===== src/rtl/hbm_fc_wt_fetch_sched.sv =====
`default_nettype none
// ============================================================================
// Module   : hbm_fc_wt_fetch_sched
// Purpose  : Issues scale-then-weight HBM reads per scale group across all
//            CHout tiles of an FC/MVM+BN layer; tracks outstanding reads.
// Revision : 1.0  initial release
// ============================================================================
module hbm_fc_wt_fetch_sched #(
  parameter int ADDR_W          = 32,
  parameter int CNT_W           = 16,
  parameter int BYTES_W         = 20,
  parameter int SCALE_BYTES     = 32,
  parameter int MAX_OUTSTANDING = 4
) (
  input  logic               clk,
  input  logic               rst_n,
  input  logic               start_i,
  input  logic [ADDR_W-1:0]  cfg_wt_base_addr_i,
  input  logic [CNT_W-1:0]   cfg_chout_tiles_i,
  input  logic [CNT_W-1:0]   cfg_groups_i,
  input  logic [BYTES_W-1:0] cfg_group_bytes_i,
  input  logic [BYTES_W-1:0] cfg_last_group_bytes_i,
  output logic               req_valid_o,
  input  logic               req_ready_i,
  output logic [ADDR_W-1:0]  req_addr_o,
  output logic [BYTES_W-1:0] req_bytes_o,
  output logic               req_is_scale_o,
  output logic [CNT_W-1:0]   req_tile_o,
  output logic [CNT_W-1:0]   req_group_o,
  output logic               req_last_o,
  input  logic               rsp_done_i,
  output logic               busy_o,
  output logic               done_o,
  output logic               err_cfg_o
);

  localparam int                 OUT_W         = $clog2(MAX_OUTSTANDING + 1);
  localparam logic [OUT_W-1:0]   C_MAX_OUT     = OUT_W'(MAX_OUTSTANDING);
  localparam logic [OUT_W-1:0]   C_OUT_ONE     = OUT_W'(1);
  localparam logic [CNT_W-1:0]   C_CNT_ONE     = CNT_W'(1);
  localparam logic [BYTES_W-1:0] C_SCALE_BYTES = BYTES_W'(SCALE_BYTES);

  typedef enum logic [2:0] {
    S_IDLE      = 3'd0,
    S_CHECK     = 3'd1,
    S_ISS_SCALE = 3'd2,
    S_ISS_WT    = 3'd3,
    S_DRAIN     = 3'd4,
    S_DONE      = 3'd5,
    S_ERR_DONE  = 3'd6
  } state_e;

  state_e             state_q, state_d;
  logic [CNT_W-1:0]   tiles_q, groups_q;
  logic [BYTES_W-1:0] gbytes_q, lbytes_q;
  logic [ADDR_W-1:0]  ptr_q, ptr_d;
  logic [CNT_W-1:0]   tile_q, tile_d;
  logic [CNT_W-1:0]   group_q, group_d;
  logic [OUT_W-1:0]   outst_q, outst_d;
  logic               err_q, err_d;

  logic               w_start_acc;
  logic               w_issue;
  logic               w_hs;
  logic               w_rsp;
  logic               w_last_grp;
  logic               w_last_tile;
  logic [BYTES_W-1:0] w_wt_bytes;
  logic [BYTES_W-1:0] w_req_bytes;

  assign w_start_acc = (state_q == S_IDLE) && start_i;
  assign w_issue     = (state_q == S_ISS_SCALE) || (state_q == S_ISS_WT);
  assign req_valid_o = w_issue && (outst_q < C_MAX_OUT);
  assign w_hs        = req_valid_o && req_ready_i;
  assign w_rsp       = rsp_done_i && (outst_q != '0);
  assign w_last_grp  = (group_q == groups_q - C_CNT_ONE);
  assign w_last_tile = (tile_q == tiles_q - C_CNT_ONE);
  // A zero last-group size means the last group is a full-size group.
  assign w_wt_bytes  = (w_last_grp && (lbytes_q != '0)) ? lbytes_q : gbytes_q;
  assign w_req_bytes = (state_q == S_ISS_SCALE) ? C_SCALE_BYTES : w_wt_bytes;

  assign req_addr_o     = w_issue ? ptr_q : '0;
  assign req_bytes_o    = w_issue ? w_req_bytes : '0;
  assign req_is_scale_o = (state_q == S_ISS_SCALE);
  assign req_tile_o     = w_issue ? tile_q : '0;
  assign req_group_o    = w_issue ? group_q : '0;
  assign req_last_o     = (state_q == S_ISS_WT) && w_last_grp && w_last_tile;
  assign busy_o         = (state_q != S_IDLE);
  assign done_o         = (state_q == S_DONE) || (state_q == S_ERR_DONE);
  assign err_cfg_o      = err_q;

  always_comb begin
    outst_d = outst_q;
    if (w_hs && !w_rsp) begin
      outst_d = outst_q + C_OUT_ONE;
    end else if (!w_hs && w_rsp) begin
      outst_d = outst_q - C_OUT_ONE;
    end
  end

  always_comb begin
    state_d = state_q;
    ptr_d   = ptr_q;
    tile_d  = tile_q;
    group_d = group_q;
    err_d   = err_q;
    case (state_q)
      S_IDLE: begin
        if (start_i) begin
          ptr_d   = cfg_wt_base_addr_i;
          state_d = S_CHECK;
        end
      end
      S_CHECK: begin
        if ((tiles_q == '0) || (groups_q == '0) || (gbytes_q == '0)) begin
          err_d   = 1'b1;
          state_d = S_ERR_DONE;
        end else begin
          err_d   = 1'b0;
          tile_d  = '0;
          group_d = '0;
          state_d = S_ISS_SCALE;
        end
      end
      S_ISS_SCALE: begin
        if (w_hs) begin
          ptr_d   = ptr_q + ADDR_W'(C_SCALE_BYTES);
          state_d = S_ISS_WT;
        end
      end
      S_ISS_WT: begin
        if (w_hs) begin
          ptr_d = ptr_q + ADDR_W'(w_wt_bytes);
          if (w_last_grp) begin
            group_d = '0;
            if (w_last_tile) begin
              state_d = S_DRAIN;
            end else begin
              tile_d  = tile_q + C_CNT_ONE;
              state_d = S_ISS_SCALE;
            end
          end else begin
            group_d = group_q + C_CNT_ONE;
            state_d = S_ISS_SCALE;
          end
        end
      end
      // Look at the next-cycle count so done follows the final response directly.
      S_DRAIN: begin
        if (outst_d == '0) begin
          state_d = S_DONE;
        end
      end
      S_DONE:     state_d = S_IDLE;
      S_ERR_DONE: state_d = S_IDLE;
      default:    state_d = S_IDLE;
    endcase
  end

  always_ff @(posedge clk or negedge rst_n) begin
    if (!rst_n) begin
      state_q  <= S_IDLE;
      tiles_q  <= '0;
      groups_q <= '0;
      gbytes_q <= '0;
      lbytes_q <= '0;
      ptr_q    <= '0;
      tile_q   <= '0;
      group_q  <= '0;
      outst_q  <= '0;
      err_q    <= 1'b0;
    end else begin
      state_q <= state_d;
      ptr_q   <= ptr_d;
      tile_q  <= tile_d;
      group_q <= group_d;
      outst_q <= outst_d;
      err_q   <= err_d;
      if (w_start_acc) begin
        tiles_q  <= cfg_chout_tiles_i;
        groups_q <= cfg_groups_i;
        gbytes_q <= cfg_group_bytes_i;
        lbytes_q <= cfg_last_group_bytes_i;
      end
    end
  end

endmodule
`default_nettype wire

===== config.mk =====
export PLATFORM = sky130hd
export DESIGN_NAME = hbm_fc_wt_fetch_sched
export DESIGN_NICKNAME = d
export VERILOG_FILES = /design/src/rtl/hbm_fc_wt_fetch_sched.sv
export SDC_FILE = /design/constraint.sdc
export NUM_CORES = 1
export LEC_CHECK = 0
export BUFFER_PORTS_ARGS = -buffer_cell sky130_fd_sc_hd__buf_2
export CORE_MARGIN = 3
export CORE_UTILIZATION = 25
export CTS_BUF_LIST = sky130_fd_sc_hd__clkbuf_4 sky130_fd_sc_hd__clkbuf_8
export CTS_CLUSTER_DIAMETER = 30
export DETAILED_ROUTE_END_ITERATION = 8
export PLACE_DENSITY = 0.39
export SLEW_MARGIN = 30
export SYNTH_ARGS = -nofsm -noshare
export SYNTH_HDL_FRONTEND = slang
export SYNTH_SLANG_ARGS = --single-unit

===== constraint.sdc =====
create_clock -name clk -period 6 [get_ports clk]
set_clock_uncertainty 0.15 [all_clocks]
set_input_delay 0 -clock clk [delete_from_list [all_inputs] [get_ports clk]]
set_output_delay 0 -clock clk [all_outputs]
set_load 0.005 [all_outputs]

==> impl_metrics.csv, run 1 <==
group,metric,value,unit
cells_and_area,fill_cells,4250,
routing,drtAntennaViolNets,0,
cells_and_area,fin_nets,1527,
routing,via_per_inst,4.840,
global_routing,track_usage,0.1680,
clocking,clkSinkCount,143,
die,die_x,207.2,um
cells_and_area,final_cells,1923,
die,chipHeight,207.2,um
clocking,clk_pin_slew_worst_paths,0.10,ns
global_routing,grt_pass1_wl,56950,um
status,violations,"negative hold slack",
worst_hold_path,hp-class,"input port to asynchronous set/reset pin",
global_routing,gr-total-overflow,0,
worst_setup_path,arrival,5.81,ns
routing,vias,9307,
worst_setup_path,critPathKind,"flop to flop",
power_and_ir_drop,vdd_ir_drop_max,0.0001430,V
cells_and_area,drive_above_1_share,0.2632,
synthesis,synthArstFlopShare,1.000,
worst_setup_path,worstPathRequired,6.20,ns
routing,drt_pass1_iterations,5,
worst_setup_path,regToRegSetupSlack,0.39,ns
power_and_ir_drop,total_power,4.809,mW
routing,dr.first_iter.drc_count,451,
synthesis,syn-instance-count,1107,
placement,io_buffers,198,
cells_and_area,syn_to_final_growth,29.69,%
clocking,htree_levels,4,
die,core-area,39820,sq um
power_and_ir_drop,power_density,366.5,nW/um^2
timing,slew_violations,0,
timing,finalSetupViolations,0,
worst_setup_path,cp_max_fo,19,
cells_and_area,multi_input_area,6178,sq um
synthesis,synth_nets,1249,
cells_and_area,final_common_cell,"buf_2",
cells_and_area,fin_util,0.3295,
routing,drt_wl_total,36300,um
synthesis,syn_area_per_cell,9.140,sq um
global_routing,antenna_found_initial,2,
timing,fmax,178.3,MHz
synthesis,ys_warn_count,0,
job,max_cap_violations,0,
clocking,post-cts-setup-buffers,0,
timing,rsz0062_at_grt,"false",
timing,worst_pin_slew,0.8632,ns
worst_setup_path,slowest_stage,"or3b_4",
cells_and_area,antenna_cells,0,
die,num_io_pins,199,
placement,place_congestion,0.8111,
status,status,"finished, violations left",
worst_setup_path,r2r-start,"groups_q[0]",
clocking,clockBufferDepth,2,
synthesis,synth-seq-cells,143,
power_and_ir_drop,power.leakage,5.749,nW
placement,dp_cells,1783,
timing,layout_min_cycle_time,5.608,ns
placement,hpwl,26630,um
timing,hold_viol_final,3,
routing,routedWlPerCell,18.88,um
synthesis,syn-cell-area,10120,sq um
worst_setup_path,reg2reg_depth,21,
synthesis,ys.flop_type,"dfrtp_1",
clocking,numCtsBuffers,17,
timing,setup_tns,0,ns
worst_setup_path,start_kind,"flop",
worst_setup_path,slowest_delay,0.45,ns
clocking,cts_tree,"done",
timing,finalCritPeriodShare,0.9346,
timing,whs,-0.003970,ns
timing,slew_headroom,0.4246,
placement,post-place-ws,0.1068,ns
die,die-area,42920,sq um
global_routing,grt_pass1_vias,9689,
synthesis,synth_cell_type_count,82,
timing,fin_ws,0.3923,ns
routing,drc_errors,0,
clocking,cts_root_buf,"clkbuf_8",
worst_setup_path,crit_chain,"inv_1 -> ha_1 -> or3b_4 -> nor2_1 -> nand2_1 -> a2111oi_1 -> and3_2 -> nand4_4 -> a31oi_4 -> buf_12 -> mux2_2 -> ha_1 -> a21o_1 -> a21o_1 -> a211oi_1 -> o21ai_0 -> a32oi_2 -> a21boi_0 -> xor2_1 -> a221oi_1 -> nor2_1",
synthesis,synth-edff-count,0,
cells_and_area,final_cell_mix,"buf_2 (197), dfrtp_1 (143), dlygate4sd3_1 (108), mux2_2 (87), nor2_1 (84)",
cells_and_area,seqCellArea,3578,sq um
clocking,insertion_delay,0.48,ns
global_routing,grt_max_degree,80,
die,rows,73,
synthesis,seq_area_frac_synth,0.3537,
die,start_util,0.2541,
worst_setup_path,r2r-end,"ptr_q[19]",
worst_setup_path,crit_path_end_kind,"flop",
-- worst max path at each step --
stage | depth (start not counted) | startpoint | slack [ns] | to
6_report | 21 | groups_q[0] | 0.39 | ptr_q[19]
5_1_grt | 21 | groups_q[0] | 0.01 | ptr_q[29]
4_1_cts | 21 | groups_q[0] | 0.08 | ptr_q[26]
3_5_place_dp | 21 | groups_q[0] | 0.11 | ptr_q[26]
3_3_place_gp | 21 | groups_q[0] | 0.23 | ptr_q[26]
2_1_floorplan | 23 | groups_q[0] | 0.59 | ptr_q[26]
-- cell families after synthesis --
kind of cell / Yosys count / synth area share
flops: 143 / 0.3537
mux: 93 / 0.1029
xor+xnor: 90 / 0.07790
fa+ha+maj: 33 / 0.04155
simple gates: 434 / 0.2323
buf+inv: 84 / 0.04241
compound gates: 230 / 0.1493
-- routing by layer --
metal	wire, um	vias up	share of wire	global-route usage
met2	17570	188	0.48	0.2835
met1	16940	4527	0.47	0.2261
li1	-	4565	-	-
met5	21	-	0.00058	0
met4	424	4	0.012	0.03301
met3	1345	23	0.037	0.03120
-- layout make-up --
cell class              instances  share of cell area
inverters                      22            0.006293
clock inverters                12             0.01039
multi-input cells             880              0.4708
clock buffers                  20             0.02002
repair buffers                321              0.1697
well taps                     525             0.05006
flip-flops and latches        143              0.2727
-- state kept, by name, summed over array words and instances (netlist names), 3 cells and up --
signal and flops:
gbytes_q 20, state_q 3, lbytes_q 20, groups_q 16, ptr_q 32, tiles_q 16
tile_q 16, group_q 16, outst_q 3
-- cells in the mapped netlist (3+ instances only) --
master,count,area share
nor4b_1,3,0.0026
clkbuf_1,41,0.015
o41ai_1,3,0.0026
o21ai_0,62,0.031
or2_2,4,0.0025
nor2_1,86,0.032
and4_1,4,0.0035
or4_1,8,0.0059
o21bai_1,3,0.0022
buf_6,5,0.0056
inv_1,21,0.0078
and2_1,83,0.051
mux2_2,87,0.097
a211oi_1,5,0.0037
nand3b_1,3,0.0022
a21o_1,15,0.011
a2111oi_0,3,0.0026
buf_1,7,0.0026
o211ai_1,6,0.0045
a21oi_1,58,0.029
nand2b_1,12,0.0074
nor3_1,17,0.0084
buf_2,4,0.0020
xor2_1,45,0.039
nand3_1,37,0.018
nand4_1,24,0.015
a222oi_1,9,0.0089
nor2b_1,5,0.0031
or3_1,13,0.0080
o21a_1,5,0.0037
nand2_1,80,0.030
nor4_1,20,0.012
dfrtp_1,143,0.35
a22oi_1,5,0.0037
a31o_2,3,0.0026
nor3b_1,6,0.0045
a31oi_1,11,0.0068
a221oi_1,16,0.014
and3_1,11,0.0068
o31ai_1,5,0.0037
ha_1,32,0.040
nor4_2,3,0.0037
mux2i_1,5,0.0049
xnor2_1,45,0.039
-- report_power, final --
part,switching [mW],internal [mW]
Clock,0.429,0.392
Sequential,0.437,1.23
Combinational,1.25,1.07
Total,2.12,2.69
-- worst max-delay path, delay by kind of cell, from the launching register on --
kind,cells,cell delay [ns]
AND/OR/NAND/NOR,6,1.16
flip-flops,1,0.43
adder cells (fa/ha/maj),2,0.58
AO/OA/AOI/OAI,9,2.33
multiplexers,1,0.36
XOR/XNOR,1,0.17
buffers and inverters,2,0.28
-- timing repair --
action                     CTS  global route
gates resized for setup      0             7
hold endpoints to repair   188             0
setup endpoints to repair    0            17
hold buffers               108             0
-- metrics by stage --
step,hold slack [ns],area [sq um]
after global placement,-0.01297,11570
after global routing,0.04095,13120
after floorplan,-0.4456,10120
after CTS,0.004149,13090
final,-0.003970,13120
after detailed placement,-0.01226,11610
Note: power is estimated with default switching activity, not from simulation.
==> inputs of run 2 (changes only) <==
==> constraint.sdc (replaced) <==
create_clock -name clk -period 6 [get_ports clk]
set_clock_uncertainty 0.15 [all_clocks]
set_input_delay 0.6 -clock clk [delete_from_list [all_inputs] [get_ports clk]]
set_output_delay 0.6 -clock clk [all_outputs]
set_load 0.005 [all_outputs]
==> impl_metrics.csv, run 2 (same netlist as run 1, synthesis figures left out) <==
group,metric,value,unit
status,status,"finished clean",
worst_setup_path,arrival,5.78,ns
timing,fin_ws,0.4138,ns
clocking,clockBufferDepth,2,
global_routing,grt_pass1_wl,55520,um
routing,drc_errors,0,
die,chipHeight,207.2,um
die,die-area,42920,sq um
routing,routedWlPerCell,19.44,um
timing,finalCritPeriodShare,0.9310,
routing,drt_wl_total,35240,um
cells_and_area,final_cells,1813,
job,max_cap_violations,0,
cells_and_area,final_cell_mix,"buf_2 (197), dfrtp_1 (143), mux2_2 (87), nor2_1 (84), and2_1 (83)",
global_routing,gr-total-overflow,0,
power_and_ir_drop,vdd_ir_drop_max,0.0001537,V
timing,finalSetupViolations,0,
cells_and_area,drive_above_1_share,0.2849,
worst_setup_path,start_kind,"flop",
die,num_io_pins,199,
placement,post-place-ws,0.06280,ns
clocking,cts_tree,"done",
power_and_ir_drop,power_density,399.3,nW/um^2
timing,worst_pin_slew,0.8270,ns
cells_and_area,regMostFlops,"ptr_q",
worst_setup_path,critPathKind,"flop to flop",
worst_setup_path,crit_buf_inv,2,
global_routing,grt_max_degree,96,
cells_and_area,fin_nets,1418,
die,rows,73,
die,core-area,39820,sq um
worst_hold_path,hp-class,"input port to asynchronous set/reset pin",
routing,drtAntennaViolNets,0,
clocking,cts_root_buf,"clkbuf_8",
clocking,insertion_delay,0.47,ns
cells_and_area,antenna_cells,0,
routing,drt_pass1_iterations,5,
die,start_util,0.2541,
worst_setup_path,crit_path_end_kind,"flop",
routing,dr.first_iter.drc_count,397,
clocking,clkSinkCount,143,
cells_and_area,syn_to_final_growth,19.04,%
worst_setup_path,crit_chain,"inv_1 -> ha_1 -> or3b_4 -> nor2_1 -> nand2_1 -> a2111oi_2 -> and3_2 -> nand4_4 -> a31oi_4 -> buf_12 -> mux2_2 -> ha_1 -> a21o_1 -> a21o_1 -> a211oi_1 -> o21ai_1 -> a32oi_2 -> a21boi_0 -> xor2_1 -> a221oi_1 -> nor2_1",
placement,io_buffers,198,
worst_setup_path,critical_path.top_delay_family,"compound AO/OA/AOI/OAI gates",
power_and_ir_drop,power.leakage,5.305,nW
cells_and_area,final_common_cell,"buf_2",
global_routing,track_usage,0.1645,
worst_setup_path,cp_max_fo,19,
worst_setup_path,slowest_stage,"or3b_4",
placement,place_congestion,0.8179,
clocking,numCtsBuffers,17,
timing,slew_headroom,0.4466,
timing,layout_min_cycle_time,5.586,ns
routing,via_per_inst,4.922,
placement,hpwl,26620,um
timing,hold_viol_final,0,
global_routing,antenna_found_initial,4,
timing,slew_violations,0,
clocking,cts_hold_buf,0,
clocking,htree_levels,4,
routing,vias,8923,
worst_setup_path,slowest_delay,0.46,ns
timing,fmax,179.0,MHz
global_routing,grt_pass1_vias,9178,
die,die_x,207.2,um
placement,dp_cells,1781,
cells_and_area,reg_top3,"ptr_q x32, gbytes_q x20, lbytes_q x20",
cells_and_area,largest_reg_flops,32,
worst_setup_path,worstPathRequired,6.20,ns
clocking,clk_pin_slew_worst_paths,0.09,ns
[run 2: cell count changes in the layout (fill, tap and decap cells not counted)]
cell / delta
buf_4: +1
o21ai_1: +1
a2111oi_2: +1
clkinvlp_4: -2
a2111oi_0: -1
buf_16: -1
clkinv_2: +2
o21ai_0: -1
buf_6: -2
bufinv_16: +2
dlygate4sd3_1: -108
clkbuf_4: -2
[run 2: per-layer routing]
| layer | track usage | vias to the layer above | routed length (um) | share of wire |
|---|---|---|---|---|
| li1 | - | 4354 | - | - |
| met1 | 0.2212 | 4351 | 16320 | 0.46 |
| met2 | 0.2740 | 193 | 16930 | 0.48 |
| met3 | 0.03604 | 19 | 1641 | 0.047 |
| met4 | 0.03160 | 6 | 314 | 0.0089 |
| met5 | 0 | - | 34 | 0.00096 |
[run 2: cell type report]
cell class                      count  area, sq um
Sequential cell                   143         3578
Inverter                           22        82.58
Clock buffer                       17        234.0
Timing Repair Buffer              212         1117
Fill cell                        4366        27780
Tap cell                          525        656.9
Multi-Input combinational cell    880         6185
Clock inverter                     14        191.4
[run 2: per-stage QoR]
stage	area [sq um]	power [mW]	util	setup TNS (ns)	hold WS, ns
6_report	12050	4.809	0.3025	0	0.06013
5_1_grt	12050	5.244	0.3025	-0.001850	0.08850
4_1_cts	12000	4.848	0.3012	0	0.08780
3_5_place_dp	11570	3.935	0.2906	0	0.3777
3_3_place_gp	11570	3.943	0.2905	0	0.3747
2_1_floorplan	10120	3.137	-	0	0.1544
[run 2: what timing repair did]
item | 4_1_cts | 5_1_grt
setup endpoints to repair | 0 | 19
buffers inserted | 0 | 1
gates resized for setup | 0 | 10
[run 2: worst reg2reg max path, delay by kind of cell (launching register included)]
family,cells,cell delay [ns]
XOR/XNOR,1,0.18
multiplexers,1,0.38
buffers and inverters,2,0.28
AND/OR/NAND/NOR,6,1.18
AO/OA/AOI/OAI,9,2.25
flip-flops,1,0.44
adder cells (fa/ha/maj),2,0.59
[run 2: worst paths after layout]
check / start / to / slack [ns] / cells past startpoint
worst max-delay path: groups_q[0] / ptr_q[19] / 0.41 / 21
worst min-delay path: rst_n / tiles_q[7] / 0.06 / 1
worst max register to register: groups_q[0] / ptr_q[19] / 0.41 / 21
worst min register to register: lbytes_q[0] / lbytes_q[0] / 0.39 / 1
max in group asynchronous: rst_n / ptr_q[12] / 4.40 / 2
min in group clk: cfg_groups_i[4] / groups_q[4] / 0.19 / 3
[run 2: report_power, final]
group          internal, mW  leakage, nW  total, mW  switching, mW
registers              1.23         1.80       1.66          0.435
clock network         0.452        0.216      0.875          0.423
logic                  1.03         3.28       2.27           1.24
total                  2.71         5.31       4.81           2.10
